==> src/rtl/gf2m_mac_seq_pkg.sv <==
// Shared constants and FSM encoding for the GF(2^m) inner-product sequencer.
// Defaults target the ROLLO field x^101 + x^7 + x^6 + x + 1.
package gf2m_mac_seq_pkg;

  localparam int FIELD_M    = 101;
  localparam int POLY_K3    = 7;
  localparam int POLY_K2    = 6;
  localparam int POLY_K1    = 1;
  localparam int DIGIT_D    = 16;
  localparam int TERM_CNT_W = 8;

  // The multiplier always processes one padding digit beyond WIDTH/D.
  function automatic int digit_count(input int width, input int d);
    return width / d + 1;
  endfunction

  localparam int DIGIT_N = digit_count(FIELD_M, DIGIT_D);

  typedef enum logic [1:0] {
    S_IDLE = 2'd0,
    S_MUL  = 2'd1,
    S_OUT  = 2'd2
  } state_e;

endpackage

==> src/rtl/gf2m_mac_seq_if.sv <==
// Operand-pair input stream and inner-product result stream of gf2m_mac_seq.
// Both sides transfer a beat on the rising edge where valid && ready; a source holds its payload stable while valid is high and ready is low.
interface gf2m_mac_seq_if #(
  parameter int WIDTH = gf2m_mac_seq_pkg::FIELD_M,
  parameter int CNT_W = gf2m_mac_seq_pkg::TERM_CNT_W
);

  logic             in_valid;
  logic             in_ready;
  logic [WIDTH-1:0] in_a;
  logic [WIDTH-1:0] in_b;
  logic             in_last;

  logic             out_valid;
  logic             out_ready;
  logic [WIDTH-1:0] out_c;
  logic [CNT_W-1:0] out_terms;
  logic             out_ovf;

  modport master (
    output in_valid, in_a, in_b, in_last, out_ready,
    input  in_ready, out_valid, out_c, out_terms, out_ovf
  );

  modport slave (
    input  in_valid, in_a, in_b, in_last, out_ready,
    output in_ready, out_valid, out_c, out_terms, out_ovf
  );

endinterface

==> src/rtl/gf2m_mul_ds.sv <==
// Digit-serial GF(2^m) multiplier, MSB digit first: one D-bit digit of b per cycle.
// start is sampled when idle; done pulses DIGIT_N+1 cycles after the start cycle with c_o valid.
module gf2m_mul_ds #(
  parameter int WIDTH = gf2m_mac_seq_pkg::FIELD_M,
  parameter int K3    = gf2m_mac_seq_pkg::POLY_K3,
  parameter int K2    = gf2m_mac_seq_pkg::POLY_K2,
  parameter int K1    = gf2m_mac_seq_pkg::POLY_K1,
  parameter int D     = gf2m_mac_seq_pkg::DIGIT_D
) (
  input  logic             clk,
  input  logic             rst_n,
  input  logic             start_i,
  input  logic [WIDTH-1:0] a_i,
  input  logic [WIDTH-1:0] b_i,
  output logic [WIDTH-1:0] c_o,
  output logic             done_o
);
  import gf2m_mac_seq_pkg::*;

  localparam int NDIG = digit_count(WIDTH, D);
  localparam int PW   = NDIG * D;
  localparam int CW   = $clog2(NDIG + 1);
  localparam logic [WIDTH-1:0] RED = (WIDTH'(1) << K3) | (WIDTH'(1) << K2) |
                                     (WIDTH'(1) << K1) | WIDTH'(1);

  function automatic logic [WIDTH-1:0] xtime(input logic [WIDTH-1:0] v);
    return {v[WIDTH-2:0], 1'b0} ^ (v[WIDTH-1] ? RED : '0);
  endfunction

  // acc * x^D + a * digit, reduced one bit at a time (Horner order).
  function automatic logic [WIDTH-1:0] mac_digit(input logic [WIDTH-1:0] acc,
                                                 input logic [WIDTH-1:0] a,
                                                 input logic [D-1:0]     dig);
    logic [WIDTH-1:0] r;
    r = acc;
    for (int j = D - 1; j >= 0; j--) begin
      r = xtime(r);
      if (dig[j]) r = r ^ a;
    end
    return r;
  endfunction

  logic [WIDTH-1:0] a_q, a_d;
  logic [PW-1:0]    b_q, b_d;
  logic [WIDTH-1:0] acc_q, acc_d;
  logic [CW-1:0]    cnt_q, cnt_d;
  logic             busy_q, busy_d;
  logic             done_q, done_d;

  always_comb begin
    a_d    = a_q;
    b_d    = b_q;
    acc_d  = acc_q;
    cnt_d  = cnt_q;
    busy_d = busy_q;
    done_d = 1'b0;
    if (busy_q) begin
      acc_d = mac_digit(acc_q, a_q, b_q[PW-1 -: D]);
      b_d   = b_q << D;
      cnt_d = cnt_q - 1'b1;
      if (cnt_q == CW'(1)) begin
        busy_d = 1'b0;
        done_d = 1'b1;
      end
    end else if (start_i) begin
      a_d    = a_i;
      b_d    = {{(PW - WIDTH){1'b0}}, b_i};
      acc_d  = '0;
      cnt_d  = CW'(NDIG);
      busy_d = 1'b1;
    end
  end

  always_ff @(posedge clk) begin
    if (!rst_n) begin
      a_q    <= '0;
      b_q    <= '0;
      acc_q  <= '0;
      cnt_q  <= '0;
      busy_q <= 1'b0;
      done_q <= 1'b0;
    end else begin
      a_q    <= a_d;
      b_q    <= b_d;
      acc_q  <= acc_d;
      cnt_q  <= cnt_d;
      busy_q <= busy_d;
      done_q <= done_d;
    end
  end

  assign c_o    = acc_q;
  assign done_o = done_q;

endmodule

==> src/rtl/gf2m_opnd_buf.sv <==
// One-entry operand buffer holding {a, b, last}; refills while the multiplier runs.
// full_d_o exposes the next-cycle fill state so the sequencer can register its start pulse.
module gf2m_opnd_buf #(
  parameter int WIDTH = gf2m_mac_seq_pkg::FIELD_M
) (
  input  logic             clk,
  input  logic             rst,
  input  logic             push_i,
  input  logic             pop_i,
  input  logic [WIDTH-1:0] a_i,
  input  logic [WIDTH-1:0] b_i,
  input  logic             last_i,
  output logic             full_o,
  output logic             full_d_o,
  output logic [WIDTH-1:0] a_o,
  output logic [WIDTH-1:0] b_o,
  output logic             last_o
);
  import gf2m_mac_seq_pkg::*;

  logic             full_q, full_d;
  logic [WIDTH-1:0] a_q, a_d;
  logic [WIDTH-1:0] b_q, b_d;
  logic             last_q, last_d;

  always_comb begin
    full_d = push_i | (full_q & ~pop_i);
    a_d    = a_q;
    b_d    = b_q;
    last_d = last_q;
    if (push_i) begin
      a_d    = a_i;
      b_d    = b_i;
      last_d = last_i;
    end
  end

  always_ff @(posedge clk or posedge rst) begin
    if (rst) begin
      full_q <= 1'b0;
      a_q    <= '0;
      b_q    <= '0;
      last_q <= 1'b0;
    end else begin
      full_q <= full_d;
      a_q    <= a_d;
      b_q    <= b_d;
      last_q <= last_d;
    end
  end

  assign full_o   = full_q;
  assign full_d_o = full_d;
  assign a_o      = a_q;
  assign b_o      = b_q;
  assign last_o   = last_q;

endmodule

==> src/rtl/gf2m_mac_seq.sv <==
// Inner-product sequencer: feeds operand pairs to the digit-serial multiplier and
// XOR-accumulates products until the pair marked last, then presents the sum.
module gf2m_mac_seq #(
  parameter int WIDTH = gf2m_mac_seq_pkg::FIELD_M,
  parameter int K3    = gf2m_mac_seq_pkg::POLY_K3,
  parameter int K2    = gf2m_mac_seq_pkg::POLY_K2,
  parameter int K1    = gf2m_mac_seq_pkg::POLY_K1,
  parameter int D     = gf2m_mac_seq_pkg::DIGIT_D,
  parameter int CNT_W = gf2m_mac_seq_pkg::TERM_CNT_W
) (
  input  logic                      clk,
  input  logic                      rst,
  gf2m_mac_seq_if.slave             bus,
  output gf2m_mac_seq_pkg::state_e  dbg_state_o,
  output logic                      dbg_mul_start_o,
  output logic                      dbg_mul_done_o
);
  import gf2m_mac_seq_pkg::*;

  state_e           state_q, state_d;
  logic [WIDTH-1:0] acc_q, acc_d;
  logic [CNT_W-1:0] terms_q, terms_d;
  logic             ovf_q, ovf_d;
  logic             last_q, last_d;
  logic             start_q, start_d;
  logic             out_valid;

  logic             buf_push, buf_full, buf_full_d, buf_last;
  logic [WIDTH-1:0] buf_a, buf_b;
  logic [WIDTH-1:0] mul_c;
  logic             mul_done;
  logic             mul_rst_n;

  assign bus.in_ready = !buf_full && !rst;
  assign buf_push     = bus.in_valid && bus.in_ready;
  assign mul_rst_n    = ~rst;

  // The start pulse drains the buffer in the same cycle the multiplier latches it.
  gf2m_opnd_buf #(.WIDTH(WIDTH)) u_buf (
    .clk      (clk),
    .rst      (rst),
    .push_i   (buf_push),
    .pop_i    (start_q),
    .a_i      (bus.in_a),
    .b_i      (bus.in_b),
    .last_i   (bus.in_last),
    .full_o   (buf_full),
    .full_d_o (buf_full_d),
    .a_o      (buf_a),
    .b_o      (buf_b),
    .last_o   (buf_last)
  );

  gf2m_mul_ds #(.WIDTH(WIDTH), .K3(K3), .K2(K2), .K1(K1), .D(D)) u_mul (
    .clk     (clk),
    .rst_n   (mul_rst_n),
    .start_i (start_q),
    .a_i     (buf_a),
    .b_i     (buf_b),
    .c_o     (mul_c),
    .done_o  (mul_done)
  );

  always_comb begin
    state_d   = state_q;
    acc_d     = acc_q;
    terms_d   = terms_q;
    ovf_d     = ovf_q;
    last_d    = last_q;
    out_valid = 1'b0;
    case (state_q)
      S_IDLE: begin
        if (buf_full) begin
          last_d  = buf_last;
          state_d = S_MUL;
        end
      end
      S_MUL: begin
        if (mul_done) begin
          acc_d   = acc_q ^ mul_c;
          terms_d = terms_q + 1'b1;
          if (&terms_q) ovf_d = 1'b1;
          state_d = last_q ? S_OUT : S_IDLE;
        end
      end
      S_OUT: begin
        out_valid = 1'b1;
        if (bus.out_ready) begin
          acc_d   = '0;
          terms_d = '0;
          ovf_d   = 1'b0;
          state_d = S_IDLE;
        end
      end
      default: state_d = S_IDLE;
    endcase
    // Registered equivalent of (state == IDLE && buffer full): one pulse per pair.
    start_d = (state_d == S_IDLE) && buf_full_d;
  end

  always_ff @(posedge clk or posedge rst) begin
    if (rst) begin
      state_q <= S_IDLE;
      acc_q   <= '0;
      terms_q <= '0;
      ovf_q   <= 1'b0;
      last_q  <= 1'b0;
      start_q <= 1'b0;
    end else begin
      state_q <= state_d;
      acc_q   <= acc_d;
      terms_q <= terms_d;
      ovf_q   <= ovf_d;
      last_q  <= last_d;
      start_q <= start_d;
    end
  end

  assign bus.out_valid = out_valid;
  assign bus.out_c     = acc_q;
  assign bus.out_terms = terms_q;
  assign bus.out_ovf   = ovf_q;

  assign dbg_state_o     = state_q;
  assign dbg_mul_start_o = start_q;
  assign dbg_mul_done_o  = mul_done;

endmodule

==> src/flat_wrapper.sv <==
// flat-port wrapper written by rule: the top's interface ports become plain ports
module gf2m_mac_seq_flat import gf2m_mac_seq_pkg::*;
#(
  parameter int WIDTH = gf2m_mac_seq_pkg::FIELD_M,
  parameter int K3    = gf2m_mac_seq_pkg::POLY_K3,
  parameter int K2    = gf2m_mac_seq_pkg::POLY_K2,
  parameter int K1    = gf2m_mac_seq_pkg::POLY_K1,
  parameter int D     = gf2m_mac_seq_pkg::DIGIT_D,
  parameter int CNT_W = gf2m_mac_seq_pkg::TERM_CNT_W
)
  (clk, rst, dbg_state_o, dbg_mul_start_o, dbg_mul_done_o, bus_in_valid, bus_in_a, bus_in_b, bus_in_last, bus_out_ready, bus_in_ready, bus_out_valid, bus_out_c, bus_out_terms, bus_out_ovf);
  gf2m_mac_seq_if #(.WIDTH(WIDTH), .CNT_W(CNT_W)) bus_i ();
  input  logic clk;
  input  logic rst;
  output gf2m_mac_seq_pkg::state_e dbg_state_o;
  output logic dbg_mul_start_o;
  output logic dbg_mul_done_o;
  input wire logic [$bits(bus_i.in_valid)-1:0] bus_in_valid;
  input wire logic [$bits(bus_i.in_a)-1:0] bus_in_a;
  input wire logic [$bits(bus_i.in_b)-1:0] bus_in_b;
  input wire logic [$bits(bus_i.in_last)-1:0] bus_in_last;
  input wire logic [$bits(bus_i.out_ready)-1:0] bus_out_ready;
  output wire logic [$bits(bus_i.in_ready)-1:0] bus_in_ready;
  output wire logic [$bits(bus_i.out_valid)-1:0] bus_out_valid;
  output wire logic [$bits(bus_i.out_c)-1:0] bus_out_c;
  output wire logic [$bits(bus_i.out_terms)-1:0] bus_out_terms;
  output wire logic [$bits(bus_i.out_ovf)-1:0] bus_out_ovf;
  assign bus_i.in_valid = bus_in_valid;
  assign bus_i.in_a = bus_in_a;
  assign bus_i.in_b = bus_in_b;
  assign bus_i.in_last = bus_in_last;
  assign bus_i.out_ready = bus_out_ready;
  assign bus_in_ready = bus_i.in_ready;
  assign bus_out_valid = bus_i.out_valid;
  assign bus_out_c = bus_i.out_c;
  assign bus_out_terms = bus_i.out_terms;
  assign bus_out_ovf = bus_i.out_ovf;
  gf2m_mac_seq #(.WIDTH(WIDTH), .K3(K3), .K2(K2), .K1(K1), .D(D), .CNT_W(CNT_W)) u_core (.clk(clk), .rst(rst), .bus(bus_i), .dbg_state_o(dbg_state_o), .dbg_mul_start_o(dbg_mul_start_o), .dbg_mul_done_o(dbg_mul_done_o));
endmodule
==> config.mk <==
export PLATFORM = sky130hd
export DESIGN_NAME = gf2m_mac_seq_flat
export DESIGN_NICKNAME = d
export VERILOG_FILES = /design/src/rtl/gf2m_mac_seq_pkg.sv /design/src/rtl/gf2m_mac_seq_if.sv /design/src/rtl/gf2m_mul_ds.sv /design/src/rtl/gf2m_opnd_buf.sv /design/src/rtl/gf2m_mac_seq.sv /design/src/flat_wrapper.sv
export SDC_FILE = /design/constraint.sdc
export NUM_CORES = 2
export LEC_CHECK = 0
export CAP_MARGIN = 20
export CORE_AREA = 5 5 376 378
export CTS_BUF_LIST = sky130_fd_sc_hd__clkbuf_4
export CTS_CLUSTER_DIAMETER = 40
export DETAILED_ROUTE_END_ITERATION = 10
export DIE_AREA = 0 0 381 383
export PLACE_DENSITY = 0.49
export REMOVE_ABC_BUFFERS = 1
export SLEW_MARGIN = 20
export SYNTH_ARGS = -nofsm -noshare
export SYNTH_HDL_FRONTEND = slang
export SYNTH_HIERARCHICAL = 1
export SYNTH_SLANG_ARGS = --single-unit
==> constraint.sdc <==
create_clock -name clk -period 9.1 [get_ports clk]
set_input_delay 1.82 -clock clk [delete_from_list [all_inputs] [get_ports clk]]
set_output_delay 1.82 -clock clk [all_outputs]
set_load 0.005 [all_outputs]
== After elaboration in Yosys (flattened, before gate mapping) ==
Index checks and enable logic that the tools add are counted.
Storage, ports and cells
  output and inout bits: 116
  register bits: 637
  input bits: 207
  logic and storage cells: 151
Operators by class
  mux-type cells: 73
  reductions and logical operators: 16
  eq/ne operators: 6
  $add $sub $neg: 2
  bitwise operators: 37
Operators by type and width (number)
  101-bit 2-to-1 mux: 35
  101-bit XOR: 18
  101-bit by 8-bit XOR with 101-bit output: 15
  112-bit 2-to-1 mux: 2
  101-bit one-hot mux with 2 select lines: 1
  8-bit 2-to-1 mux: 18
  8-bit one-hot mux with 2 select lines: 1
  8-bit by 1-bit adder with 8-bit output (second input constant): 1
  1-bit 2-to-1 mux: 8
  2-bit 2-to-1 mux: 4
  8-bit AND reduction: 1
  3-bit 2-to-1 mux: 2
  2-bit one-hot mux with 3 select lines: 1
  2-bit zero test: 2
  2-bit != test (second input constant): 2
  2-bit AND reduction: 2
  4-bit AND reduction: 1
  2-bit nonzero test: 2
  2-bit OR reduction: 2
  3-bit by 1-bit == test with 1-bit output (second input constant): 1
  1-bit logical AND: 3
  3-bit AND reduction: 1
  3-bit by 1-bit subtractor with 3-bit output (second input constant): 1
  2-bit by 1-bit == test with 1-bit output (second input constant): 1
  other kinds (7): 9

== Logic depth before layout (Yosys ltp) ==
  depth in word-level cells: 80
  depth in mapped cells: 11
  gate-level depth less buffers: 7

== Modules after synthesis ==
The synthesis kept the hierarchy.
By module, submodules not included
  gf2m_mul_ds: instances 1, area an instance 34023.9 um2, seq. area each 6386.1 um2, cells an instance 4952
  gf2m_opnd_buf: instances 1, area an instance 8236.6 um2, seq. area each 5104.9 um2, cells an instance 433
  gf2m_mac_seq: instances 1, area an instance 5620.4 um2, seq. area each 2852.7 um2, cells an instance 516

== Least setup slack after synthesis ==
OpenSTA, ideal clock, no wires.
  path kind: input to register
  start: input rst
  end: register u_core.u_mul.acc_q[90], in the netlist u_core/u_mul/c_o[90]
  arrival: 5.492 ns
  stages: 5
  setup time: 0.069 ns
  slack: 3.539 ns
  data required time: 9.031 ns
  buffers on the path: 2
  path through: inv_1 > nand2_1 > clkbuf_1 > clkbuf_1 > o21ai_1
RTL lines
  start: declaration: RTL line flat_wrapper.sv:14  | input logic rst;
  end signal: assignment: RTL line gf2m_mul_ds.sv:78  | acc_q <= '0;
  end signal: assignment: RTL line gf2m_mul_ds.sv:85  | acc_q <= acc_d;
  end: declaration: RTL line gf2m_mul_ds.sv:45  | logic [WIDTH-1:0] acc_q, acc_d;

== Worst setup path in the final report ==
  start: input rst
  end: output bus_in_ready
On the way
  word-level cells in the longest chain between the ends: 2
Ends and longest elaborated chain
  1-bit zero test: RTL line gf2m_mac_seq.sv:34  | assign bus.in_ready = !buf_full && !rst;
  1-bit logical AND: RTL line gf2m_mac_seq.sv:34
  end: declaration: RTL line flat_wrapper.sv:23  | output wire logic [$bits(bus_i.in_ready)-1:0] bus_in_ready;
No other way between the ends.

==> flow_summary.json <==
{
  "yosysTopAreaCell": "xnor2_1",
  "synth.avg_cell_area_um2": 8.11,
  "ios": 323,
  "outcome": "complete, no violations",
  "dp_hpwl_mm": 101,
  "ys_seq_area_share_pct": 30.0,
  "synth_top_area_share_pct": 21.1,
  "cts_tree": "built",
  "via_per_inst": 4.91,
  "final_cell_area_mm2": 0.0542,
  "r2r_start": "u_core/u_mul/b_q[100]",
  "grtUsageTotal_pct": 22.3,
  "post_drt_wl_per_cell_um": 21.0,
  "cp-end-kind": "output pin",
  "power_density_mw_per_mm2": 164,
  "placedInstanceArea_mm2": 0.0516,
  "gp_congestion": 0.797,
  "p_total_w": 0.00890,
  "cp.required_ns": 7.28,
  "clockRootBuffer": "clkbuf_4",
  "r2r_setup_slack_ns": 5.53,
  "drt-met1-wl_mm": 75.4,
  "peakVddDrop_v": 0.000110,
  "drt_iter0_drc": 2915,
  "initial_core_util_pct": 34.9,
  "area_growth_pct": 13.2,
  "setup_violations": 0,
  "tns_ns": 0,
  "synth_warnings": 6,
  "clkTransAtPathRegs_ns": 0.05,
  "postSynthCellCount": 5901,
  "grt_antenna_before_repair": 12,
  "drive_gt1_share_pct": 10.5,
  "grt_pass1_wl_mm": 251,
  "wl_mm": 166,
  "rsz0062_at_grt": "false",
  "wl_met2_mm": 73.5,
  "wl_met3_mm": 12.5,
  "cp_max_fo": 3,
  "finalCritPeriodShare_pct": 54.9,
  "cts_buffers": 188,
  "synth_cell_type_count": 51,
  "cpMostUsedCell": "clkdlybuf4s50_1",
  "maxCapViolations": 0,
  "critPathBufInv": 2,
  "finalMaxSlewViolations": 0,
  "path_cells": "clkdlybuf4s50_1, nor2_1, clkdlybuf4s50_1",
  "io_buffers": 322,
  "clock_sink_count": 637,
  "nNetsFinal": 6143,
  "min_from": "u_core/u_buf/a_o[85]",
  "ys_top_cells_by_area": "xnor2_1 21%, dfrtp_1 17%, nand2_1 16%",
  "finalWorstPathRequiredPeriod_ns": 5.00,
  "holdPathStages": 2,
  "clk_latency_ns": 1.24,
  "ant_nets": 0,
  "hold_viol": 0,
  "core_mm2": 0.137,
  "cts-htree-levels": 4,
  "worstMarginPinSlew_ns": 1.14,
  "routed.top_layer": "met5",
  "drc": 0,
  "ff2ff_path_depth": 9,
  "crit_arrival_ns": 3.18,
  "cpMaxStageDelayCell": "clkdlybuf4s50_1",
  "drtPass1Iterations": 7,
  "critPathLaunchType": "primary input",
  "synth-seq-cells": 637,
  "clockBufferDepth": 3,
  "cts_hold_buf": 0,
  "vias": 38800,
  "grt_start_max_net_pins": 106,
  "slowest_delay_ns": 0.61,
  "dieArea_mm2": 0.146,
  "fin_skew_ns": 0.126,
  "path_delay_family": "buffers and inverters",
  "postCtsResizedCells": 0,
  "synthArstFlopShare_pct": 49.9,
  "die_h_um": 383,
  "die_x_um": 381,
  "r2r_end": "u_core/u_mul/c_o[11]",
  "max-slew-margin-rel_pct": 24.1,
  "critPathKind": "in2out",
  "max_freq_mhz": 200,
  "synth.most_common_cell": "nand2_1",
  "ys_top_cells_by_count": "2012 x nand2_1, 1151 x xnor2_1, 538 x xor2_1",
  "postCtsSetupBuffers": 0,
  "synth_ff_type": "dfxtp_1",
  "grt-ovfl-total": 0,
  "row_count": 136,
  "holdPathEnd": "u_core/u_mul/a_q[85]",
  "hold_ws_ns": 0.465,
  "synth_edf_count": 0,
  "synth_area_mm2": 0.0479,
  "holdCritPathClass": "reg2reg",
  "leakagePower_nw": 17.4,
  "final_core_utilization_pct": 39.5,
  "grt_pass1_vias": 38600
}
sequential cells by signal, indices dropped and copies added, names as in the netlist:
| register | count |
|---|---|
| u_core/bus.out_c | 101 |
| u_core/u_mul/c_o | 101 |
| u_core/bus.out_ovf | 1 |
| u_core/last_q | 1 |
| u_core/dbg_state_o | 2 |
| u_core/u_buf/b_o | 101 |
| u_core/u_buf/last_o | 1 |
| u_core/u_mul/busy_q | 1 |
| u_core/u_mul/done_o | 1 |
| u_core/u_buf/full_o | 1 |
| u_core/dbg_mul_start_o | 1 |
| u_core/bus.out_terms | 8 |
| u_core/u_mul/cnt_q | 3 |
| u_core/u_buf/a_o | 101 |
| u_core/u_mul/a_q | 101 |
| u_core/u_mul/b_q | 112 |
worst reg2reg max path, stage by stage, from the launching register on:
cell     delay [ns]
dfxtp_4        0.81
buf_4          0.61
buf_4          0.53
nand2_1        0.16
xnor2_1        0.23
xnor2_1        0.17
xnor3_1        0.35
xnor2_1        0.14
xnor2_1        0.30
o21ai_1        0.10
layout by cell type (no fill, tap or decap), types with 18 or more instances in the layout:
cell and n:
nor2_1 108, clkinv_1 28, nand4b_1 99, mux2i_1 103, o21ai_0 93, clkbuf_4 300, xnor3_1 31, clkdlybuf4s50_1 322
dfxtp_4 18, and2_1 86, xor2_1 538, dfxtp_1 301, nand2_1 2011, mux2_4 159, xnor2_1 1151, o21ai_1 100
dfrtp_1 315, a21boi_0 101, buf_4 65, mux2_2 45
report_power, final:
part	total (W)	internal, W	switching [W]
clock	0.00290	0.00153	0.00137
sequential	0.00420	0.00343	0.000767
combinational	0.00180	0.00102	0.000780
final cells by class:
type | instances | area (µm²)
fillers | 14100 | 82900
inverters | 13 | 63.8
diodes | 17 | 42.5
repair buffers | 391 | 3800
clock inverters | 50 | 277
multi-input cells | 4702 | 31100
well taps | 1794 | 2240
flip-flops and latches | 637 | 14400
clock buffers | 300 | 2250
through the flow:
step | worst slack (ns) | std cells
6_report | 4.10 | 7904
5_1_grt | 3.91 | 7898
4_1_cts | 3.90 | 7886
3_5_place_dp | 4.10 | 7536
3_3_place_gp | 4.09 | 7536
2_1_floorplan | -3.11 | 5352
how the worst max path moves through the flow:
| stage | to | startpoint | cells after the start | slack, ns |
|---|---|---|---|---|
| 5_1_grt | bus_out_valid | u_core/dbg_state_o[0] | 4 | 3.91 |
| 6_report | bus_in_ready | rst | 3 | 4.10 |
| 3_3_place_gp | bus_in_ready | rst | 3 | 4.09 |
| 3_5_place_dp | bus_in_ready | rst | 3 | 4.10 |
| 2_1_floorplan | u_core/u_mul/c_o[14] | rst | 3 | -3.11 |
| 4_1_cts | bus_out_valid | u_core/dbg_state_o[0] | 4 | 3.90 |
logic make-up (layout without fill, tap and decap cells):
group                    Yosys count  count (layout)  synth area share (%)
buffers and inverters            562             754                  5.11
XOR/XNOR                        1722            1722                  32.4
adder cells (fa/ha/maj)            3               3                0.0784
AO/OA/AOI/OAI                    324             324                  4.06
other                              0              17                     0
AND/OR/NAND/NOR                 2346            2346                  20.2
flip-flops                       637             637                  30.0
multiplexers                     307             307                  8.20
routing by layer:
layer	GRT usage (%)	vias to the layer above
met5	0	-
met4	7.44	10
met3	5.26	266
met2	34.7	1343
met1	30.3	18700
li1	-	18500
(Power assumes the default switching activity.)
